===== config.mk =====
export PLATFORM = sky130hd
export DESIGN_NAME = pipe_hazard_unit
export DESIGN_NICKNAME = d
export VERILOG_FILES = /design/src/rtl/pipe_pkg.sv /design/src/rtl/pipe_fwd_match.sv /design/src/rtl/pipe_hazard_unit.sv
export SDC_FILE = /design/constraint.sdc
export NUM_CORES = 1
export LEC_CHECK = 0
export BUFFER_PORTS_ARGS = -buffer_cell sky130_fd_sc_hd__buf_2
export CAP_MARGIN = 20
export CORE_MARGIN = 1
export CORE_UTILIZATION = 58
export CTS_CLUSTER_DIAMETER = 200
export DETAILED_ROUTE_END_ITERATION = 6
export HOLD_SLACK_MARGIN = 0.06
export PLACE_DENSITY = 0.85
export SLEW_MARGIN = 20
export SYNTH_ARGS = -nofsm -noshare
export SYNTH_HDL_FRONTEND = slang
export SYNTH_SLANG_ARGS = --single-unit

===== constraint.sdc =====
create_clock -name clk -period 3.8 [get_ports clk]
set_input_delay 0.19 -clock clk [delete_from_list [all_inputs] [get_ports clk]]
set_output_delay 0.19 -clock clk [all_outputs]
set_load 0.1 [all_outputs]

===== src/rtl/pipe_pkg.sv =====
// Shared types and constants for the pipeline hazard/forwarding controller.
package pipe_pkg;

  localparam int REG_ADDR_W = 5;
  localparam logic [REG_ADDR_W-1:0] REG_ZERO = '0;
  localparam int FWD_NONE = 0;

  typedef struct packed {
    logic                  valid;
    logic [REG_ADDR_W-1:0] dest;
    logic                  reg_write;
    logic                  mem_read;
  } hz_entry_t;

endpackage


===== src/rtl/pipe_fwd_match.sv =====
// Priority match of one source operand against all in-flight entries.
module pipe_fwd_match
  import pipe_pkg::*;
#(
  parameter int NUM_STAGES = 3,
  parameter int LOAD_LAT   = 1,
  parameter int SEL_W      = $clog2(NUM_STAGES + 1)
) (
  input  hz_entry_t [NUM_STAGES-1:0] i_entries,
  input  logic [REG_ADDR_W-1:0]      i_reg,
  input  logic                       i_use,
  output logic [SEL_W-1:0]           o_sel,
  output logic                       o_load_haz
);

  logic [NUM_STAGES-1:0] w_hit;

  always_comb begin
    for (int i = 0; i < NUM_STAGES; i++) begin
      w_hit[i] = i_entries[i].valid & i_entries[i].reg_write &
                 (i_entries[i].dest == i_reg) & (i_reg != REG_ZERO) & i_use;
    end
  end

  // Scan oldest to youngest so the youngest producer overwrites the select.
  always_comb begin
    o_sel      = SEL_W'(FWD_NONE);
    o_load_haz = 1'b0;
    for (int i = NUM_STAGES - 1; i >= 0; i--) begin
      if (w_hit[i]) o_sel = SEL_W'(i + 1);
    end
    for (int i = 0; i < LOAD_LAT; i++) begin
      if (w_hit[i] && i_entries[i].mem_read) o_load_haz = 1'b1;
    end
  end

endmodule


===== src/rtl/pipe_hazard_unit.sv =====
// Hazard/forwarding controller: tracks in-flight writers, drives stall, flush
// and per-operand forwarding selects for the ID stage.
module pipe_hazard_unit #(
  parameter int REG_ADDR_W = pipe_pkg::REG_ADDR_W,
  parameter int NUM_STAGES = 3,
  parameter int LOAD_LAT   = 1,
  parameter int SEL_W      = $clog2(NUM_STAGES + 1)
) (
  input  logic                  clk,
  input  logic                  reset,
  input  logic                  id_valid,
  input  logic [REG_ADDR_W-1:0] id_rs,
  input  logic [REG_ADDR_W-1:0] id_rt,
  input  logic                  id_uses_rs,
  input  logic                  id_uses_rt,
  input  logic [REG_ADDR_W-1:0] id_dest,
  input  logic                  id_reg_write,
  input  logic                  id_mem_read,
  input  logic                  id_jump,
  input  logic                  ex_branch_taken,
  output logic                  stall,
  output logic                  flush_if_id,
  output logic [SEL_W-1:0]      fwd_sel_rs,
  output logic [SEL_W-1:0]      fwd_sel_rt,
  output logic [NUM_STAGES-1:0] stage_valid,
  output logic [31:0]           stall_count
);

  import pipe_pkg::hz_entry_t;

  hz_entry_t [NUM_STAGES-1:0] r_entries;
  logic [31:0]                r_stall_count;
  logic                       w_haz_rs;
  logic                       w_haz_rt;
  logic                       w_stall;

  pipe_fwd_match #(
    .NUM_STAGES (NUM_STAGES),
    .LOAD_LAT   (LOAD_LAT),
    .SEL_W      (SEL_W)
  ) u_match_rs (
    .i_entries  (r_entries),
    .i_reg      (id_rs),
    .i_use      (id_uses_rs),
    .o_sel      (fwd_sel_rs),
    .o_load_haz (w_haz_rs)
  );

  pipe_fwd_match #(
    .NUM_STAGES (NUM_STAGES),
    .LOAD_LAT   (LOAD_LAT),
    .SEL_W      (SEL_W)
  ) u_match_rt (
    .i_entries  (r_entries),
    .i_reg      (id_rt),
    .i_use      (id_uses_rt),
    .o_sel      (fwd_sel_rt),
    .o_load_haz (w_haz_rt)
  );

  // A taken branch kills the ID instruction, so it never needs to wait.
  assign w_stall     = id_valid & (w_haz_rs | w_haz_rt) & ~ex_branch_taken;
  assign stall       = w_stall;
  assign flush_if_id = ex_branch_taken | (id_jump & id_valid & ~w_stall);

  always_ff @(posedge clk) begin
    if (reset) begin
      r_entries     <= '0;
      r_stall_count <= '0;
    end else begin
      for (int i = NUM_STAGES - 1; i >= 1; i--) begin
        r_entries[i] <= r_entries[i-1];
      end
      if (ex_branch_taken || w_stall) begin
        r_entries[0] <= '0;
      end else begin
        r_entries[0].valid     <= id_valid;
        r_entries[0].dest      <= id_dest;
        r_entries[0].reg_write <= id_reg_write;
        r_entries[0].mem_read  <= id_mem_read;
      end
      if (w_stall && (r_stall_count != 32'hFFFF_FFFF)) begin
        r_stall_count <= r_stall_count + 32'd1;
      end
    end
  end

  always_comb begin
    for (int i = 0; i < NUM_STAGES; i++) stage_valid[i] = r_entries[i].valid;
  end

  assign stall_count = r_stall_count;

endmodule


# Word-level counts from Yosys, hierarchy flattened
# Index checks and enable logic that the tools add are counted.
totals:
  output_inout_bits: 41
  inputBits: 24
  wordCells: 63
  reg_bits: 54
op_classes:
  n_reduce_logical: 7
  addsub: 1
  bitwise_logic: 29
  eq_ne: 7
  muxes: 8
ops:
  columns: ["op", "n"]
  rows:
  - ["$add 32x1->32 const B", 1]
  - ["$ne 32x32->1 const B", 1]
  - ["$eq 5x5->1", 6]
  - ["$and 1x1->1", 25]
  - ["$mux 2", 6]
  - ["$reduce_bool 5->1", 2]
  - ["$logic_and 1x1->1", 3]
  - ["$mux 1", 2]
  - ["$not 1->1", 2]
  - ["$or 1x1->1", 2]
  - ["$reduce_or 2->1", 1]
  - ["$logic_or 1x1->1", 1]

# Logic depth before layout (Yosys ltp)
logic_depth:
  word_depth: 12
  ltp_mapped: 9
  mapped_depth_nobuf: 7

# Modules after synthesis
# From an unflattened synthesis, not the netlist that was laid out.
hier_totals:
  cells_unflattened: 320
  hier_area_um2: 2859.0
by_module_without_submodules:
  columns: ["mod", "cells_each", "n_inst", "seq_area_each_um2", "area_per_inst_um2"]
  rows:
  - ["pipe_hazard_unit", 260, 1, 1121.1, 2403.6]
  - ["pipe_fwd_match", 30, 2, 0.0, 227.7]

# Least setup slack after synthesis
# Ideal clock, no wire load.
synth_timing:
  path_kind: "input -> output"
  start: "input id_rt[1]"
  end: "output fwd_sel_rt[1]"
  path_stages: 4
  required_time_ps: 3610
  arrival_time_ps: 3264
  path_buffers: 0
  slack_ps: 346
  path_cell_list: "or4_1 o21ai_1 or3_4 a21boi_0"
synth_between:
  elab_chain_len: 7
  elab_cells_between_ends: 16
  cone_classes: "eq/ne (3); mux (3); bitwise (9); reduce/logical (1)"
synth_lines:
  columns: ["element", "line_no", "rtl"]
  rows:
  - ["start, declared", "pipe_hazard_unit.sv:13", "input logic [REG_ADDR_W-1:0] id_rt,"]
  - ["$eq 5x5->1", "pipe_fwd_match.sv:21", "(i_entries[i].dest == i_reg) & (i_reg != REG_ZERO) & i_use;"]
  - ["$and 1x1->1", "pipe_fwd_match.sv:20", "w_hit[i] = i_entries[i].valid & i_entries[i].reg_write &"]
  - ["$and 1x1->1 (2 in series)", "pipe_fwd_match.sv:21", null]
  - ["$mux 2 (2 in series)", "pipe_fwd_match.sv:30", "if (w_hit[i]) o_sel = SEL_W'(i + 1);"]
  - ["$mux 2 (*)", "pipe_fwd_match.sv:30", null]
  - ["end, declared", "pipe_hazard_unit.sv:24", "output logic [SEL_W-1:0] fwd_sel_rt,"]
# Every way passes the cells marked *; elsewhere a longest branch is shown, timed or not.

# Worst setup path in the final report
layout_timing:
  start: "register r_entries[3] (netlist bit)"
  end: "output stall"
layout_between:
  elab_chain_len: 9
  elab_cells_between_ends: 15
  cone_classes: "eq/ne (2); mux (2); bitwise (9); reduce/logical (2)"
layout_lines:
  columns: ["element", "line_no", "rtl"]
  rows:
  - ["start, declared", "pipe_hazard_unit.sv:31", "hz_entry_t [NUM_STAGES-1:0] r_entries;"]
  - ["start signal, assigned by index", "pipe_hazard_unit.sv:72", "r_entries[i] <= r_entries[i-1];"]
  - ["$eq 5x5->1", "pipe_fwd_match.sv:21", null]
  - ["$and 1x1->1", "pipe_fwd_match.sv:20", null]
  - ["$and 1x1->1 (2 in series)", "pipe_fwd_match.sv:21", null]
  - ["$logic_and 1x1->1", "pipe_fwd_match.sv:33", "if (w_hit[i] && i_entries[i].mem_read) o_load_haz = 1'b1;"]
  - ["$mux 1", "pipe_fwd_match.sv:33", null]
  - ["$or 1x1->1 (*)", "pipe_hazard_unit.sv:62", "assign w_stall = id_valid & (w_haz_rs | w_haz_rt) & ~ex_branch_taken;"]
  - ["$and 1x1->1 (*) (2 in series)", "pipe_hazard_unit.sv:62", null]
  - ["end, declared", "pipe_hazard_unit.sv:21", "output logic stall,"]
# Marked as above.

==> impl_metrics.py <==
metrics = {
    "power_and_ir_drop": {
        "p_comb_share_pct": 7.5,
        "peakVddDrop_mv": 0.192,
        "p_seq_share_pct": 55.5,
        "intPower_mw": 0.798,
        "p_per_area_mw_per_mm2": 324,
        "switching_share_pct": 23.3,
        "p_clk_share_pct": 37.0,
        "p_switching_mw": 0.243,
        "p_leak_nw": 1.19,
    },
    "final_layout": {
        "antenna_cells": 0,
        "fillers": 374,
        "regArea_sq_mm": 0.00108,
        "multi_input_comb_area_sq_mm": 0.00160,
        "drive_gt1_share_pct": 23.4,
        "syn2layout_area_growth_pct": 14.8,
        "final_nets": 396,
    },
    "critical_path": {
        "worstReg2RegEnd": "stall_count[16]",
        "cp_data_required_time_ns": 3.61,
        "reg2reg_setup_slack_ns": 1.15,
        "r2r_start": "stall_count[0]",
        "critical_path.max_fanout": 60,
        "r2r_cells": 8,
        "start_kind": "register",
        "end_kind": "output pin",
        "crit_type": "register to output pin",
        "crit_path_start": "r_entries[3]",
        "crit_arrival_ns": 2.52,
    },
    "route": {
        "drt-pass1-iter-count": 4,
        "ant_nets": 0,
        "dr.first_iter.drc_count": 110,
        "wire_per_inst_microns": 15.2,
        "drc": 0,
        "wirelength_mm": 6.44,
        "via_count": 2604,
        "via_per_inst": 6.14,
    },
    "logic_synthesis": {
        "synth.avg_cell_area_sq_um": 8.87,
        "yosysWarnings": 0,
        "synthTopCellsByCount": "dfxtp_1, xnor2_1, or4_1",
        "synthTopCellsByArea": "dfxtp_1, xnor2_1, or4_1, o31ai_1, a21oi_1",
        "synth-seq-area-share_pct": 38.6,
        "syn-num-nets": 341,
        "yosys.area.top_type": "dfxtp_1",
        "async_reset_ff_share_pct": 0,
        "synth-edff-count": 0,
        "synth_cells": 316,
        "yosysMostFrequentCell": "dfxtp_1",
        "synth_flop_cell": "dfxtp_1",
        "yosysTopAreaCellShare_pct": 38.6,
        "synth-seq-cells": 54,
        "netlist_area_sq_mm": 0.00280,
        "yosysUniqueCellTypes": 39,
    },
    "global_routing": {
        "antenna_found_initial": 0,
        "grt_pass1_wl_mm": 10.6,
        "grt_pass1_vias": 2326,
        "overflow": 0,
        "grt_start_max_net_pins": 61,
        "track_usage_pct": 26.6,
    },
    "placement": {
        "gp_congestion": 0.932,
        "port_buffers": 64,
        "detailed_place_hpwl_mm": 4.59,
    },
    "cts": {
        "cts.sinks": 54,
        "cts_buffer_depth": 2,
        "cts_post_setup_buffers_inserted": 0,
        "tritoncts": "built",
        "root_buffer": "clkbuf_8",
        "clkTransAtPathRegs_ns": 0.10,
        "ctsHtreeMaxLevel": 2,
        "clock_latency_ns": 0.32,
        "numCtsBuffers": 5,
    },
    "flow_run": {
        "drv_cap": 0,
    },
    "timing": {
        "clock_skew_ns": 0.00818,
        "layout_min_cycle_time_ns": 2.71,
        "whs_ns": 0.0731,
        "setup_violations": 0,
        "relSlewSlack_pct": 39.7,
        "maxSlewViolCount": 0,
        "rsz0062_at_grt": "no",
        "hold_viol": 0,
        "setup_tns_ns": 0,
        "tightest_slew_ns": 0.905,
        "max_freq_ghz": 0.369,
        "period_share_pct": 71.2,
    },
    "hold_path": {
        "hold_depth": 2,
        "min_to": "r_entries[3]",
        "hp-class": "input port to register",
        "hold_start": "id_dest[1]",
    },
    "die": {
        "core_area_sq_mm": 0.00450,
        "die_w_microns": 71.5,
        "rows": 24,
        "dieHeight_microns": 71.5,
        "start_util_pct": 62.2,
        "pin_count": 65,
        "die_area_sq_mm": 0.00511,
    },
    "outcome": {
        "outcome": "finished, final reports clean",
    },
}
-- layout by cell type, fill, tap and decap left out, drive strengths merged, types with 2 or more instances in the layout --
cell type and count:
clkbuf 5, nand4 13, xnor2 28, o31ai 22, and4 2, nand3 25, clkinv 2, and3 10
dfxtp 54, or4 27, nor2b 19, nor4 2, nor3 4, nor2 9, nand2 10, xor2 2
a21boi 2, mux2 5, or3 7, buf 67, and2 9, o21ai 7, a21oi 26, inv 2
nor3b 4
-- cells by family after synthesis --
| logic type | share of synthesized area, % |
|---|---|
| xor gates and xnor gates | 9.38 |
| AOI/OAI and AO/OA | 14.6 |
| muxes | 2.01 |
| and+or+nand+nor | 30.6 |
| buffers and inverters | 4.33 |
| DFF | 38.6 |
| adders and majority gates | 0.446 |
-- sequential cells by signal (all words and copies together), names as in the netlist --
signal,count
stage_valid,3
r_entries,19
stall_count,32
-- power by group through the flow --
stage / clock (mW) / sequential [mW] / combinational, mW
finish: 0.385 / 0.579 / 0.0778
global route: 0.413 / 0.580 / 0.0843
CTS: 0.393 / 0.579 / 0.0773
detailed placement: 0 / 0.592 / 0.0771
global placement: 0 / 0.591 / 0.0760
floorplan: 0 / 0.590 / 0.0502
-- how the worst max path moves through the flow --
stage	to	slack [ns]	depth (start not counted)
floorplan	fwd_sel_rt[1]	0.35	4
global placement	stall_count[16]	1.30	8
detailed placement	stall_count[16]	1.19	8
CTS	stall	1.10	6
global route	stall_count[16]	0.95	8
finish	stall	1.09	6
-- area by class of cell --
type	count	share of cell area (%)
Clock buffer	5	2.14
Clock inverter	3	1.24
Inverter	2	0.233
Multi-Input combinational cell	240	49.8
Sequential cell	54	33.6
Tap cell	52	2.02
Timing Repair Buffer	68	11.0
-- worst max-delay path: stages, from the launching register on --
cell and delay, ns:
dfxtp_1 0.40, xnor2_1 0.13, nand4_1 0.15, or3_4 0.42, a211o_4 0.55, inv_1 0.10, buf_2 0.42
-- per-layer routing --
layer | GRT usage [%] | vias to the layer above | share of wire, %
met5 | 0 | - | 0
met4 | 10.0 | 0 | 1.8
met3 | 5.06 | 8 | 4.5
met2 | 45.1 | 63 | 51
met1 | 33.9 | 1242 | 43
li1 | - | 1291 | -
-- through the flow --
stage               utilization, %  std cells  setup WS [ns]  power, mW  area (sq um)
detailed placement            68.8        415           1.19      0.669          3100
global placement              68.8        415           1.30      0.667          3100
global route                  71.4        424          0.950       1.08          3220
CTS                           71.2        423           1.10       1.05          3210
finish                        71.4        424           1.09       1.04          3220
floorplan                        -        316          0.346      0.640          2800
-- what timing repair did --
action	CTS	global route
hold buffers	0	1
resized for setup	0	0
hold endpoints to repair	0	1
Power figures use the tool's default switching activity.
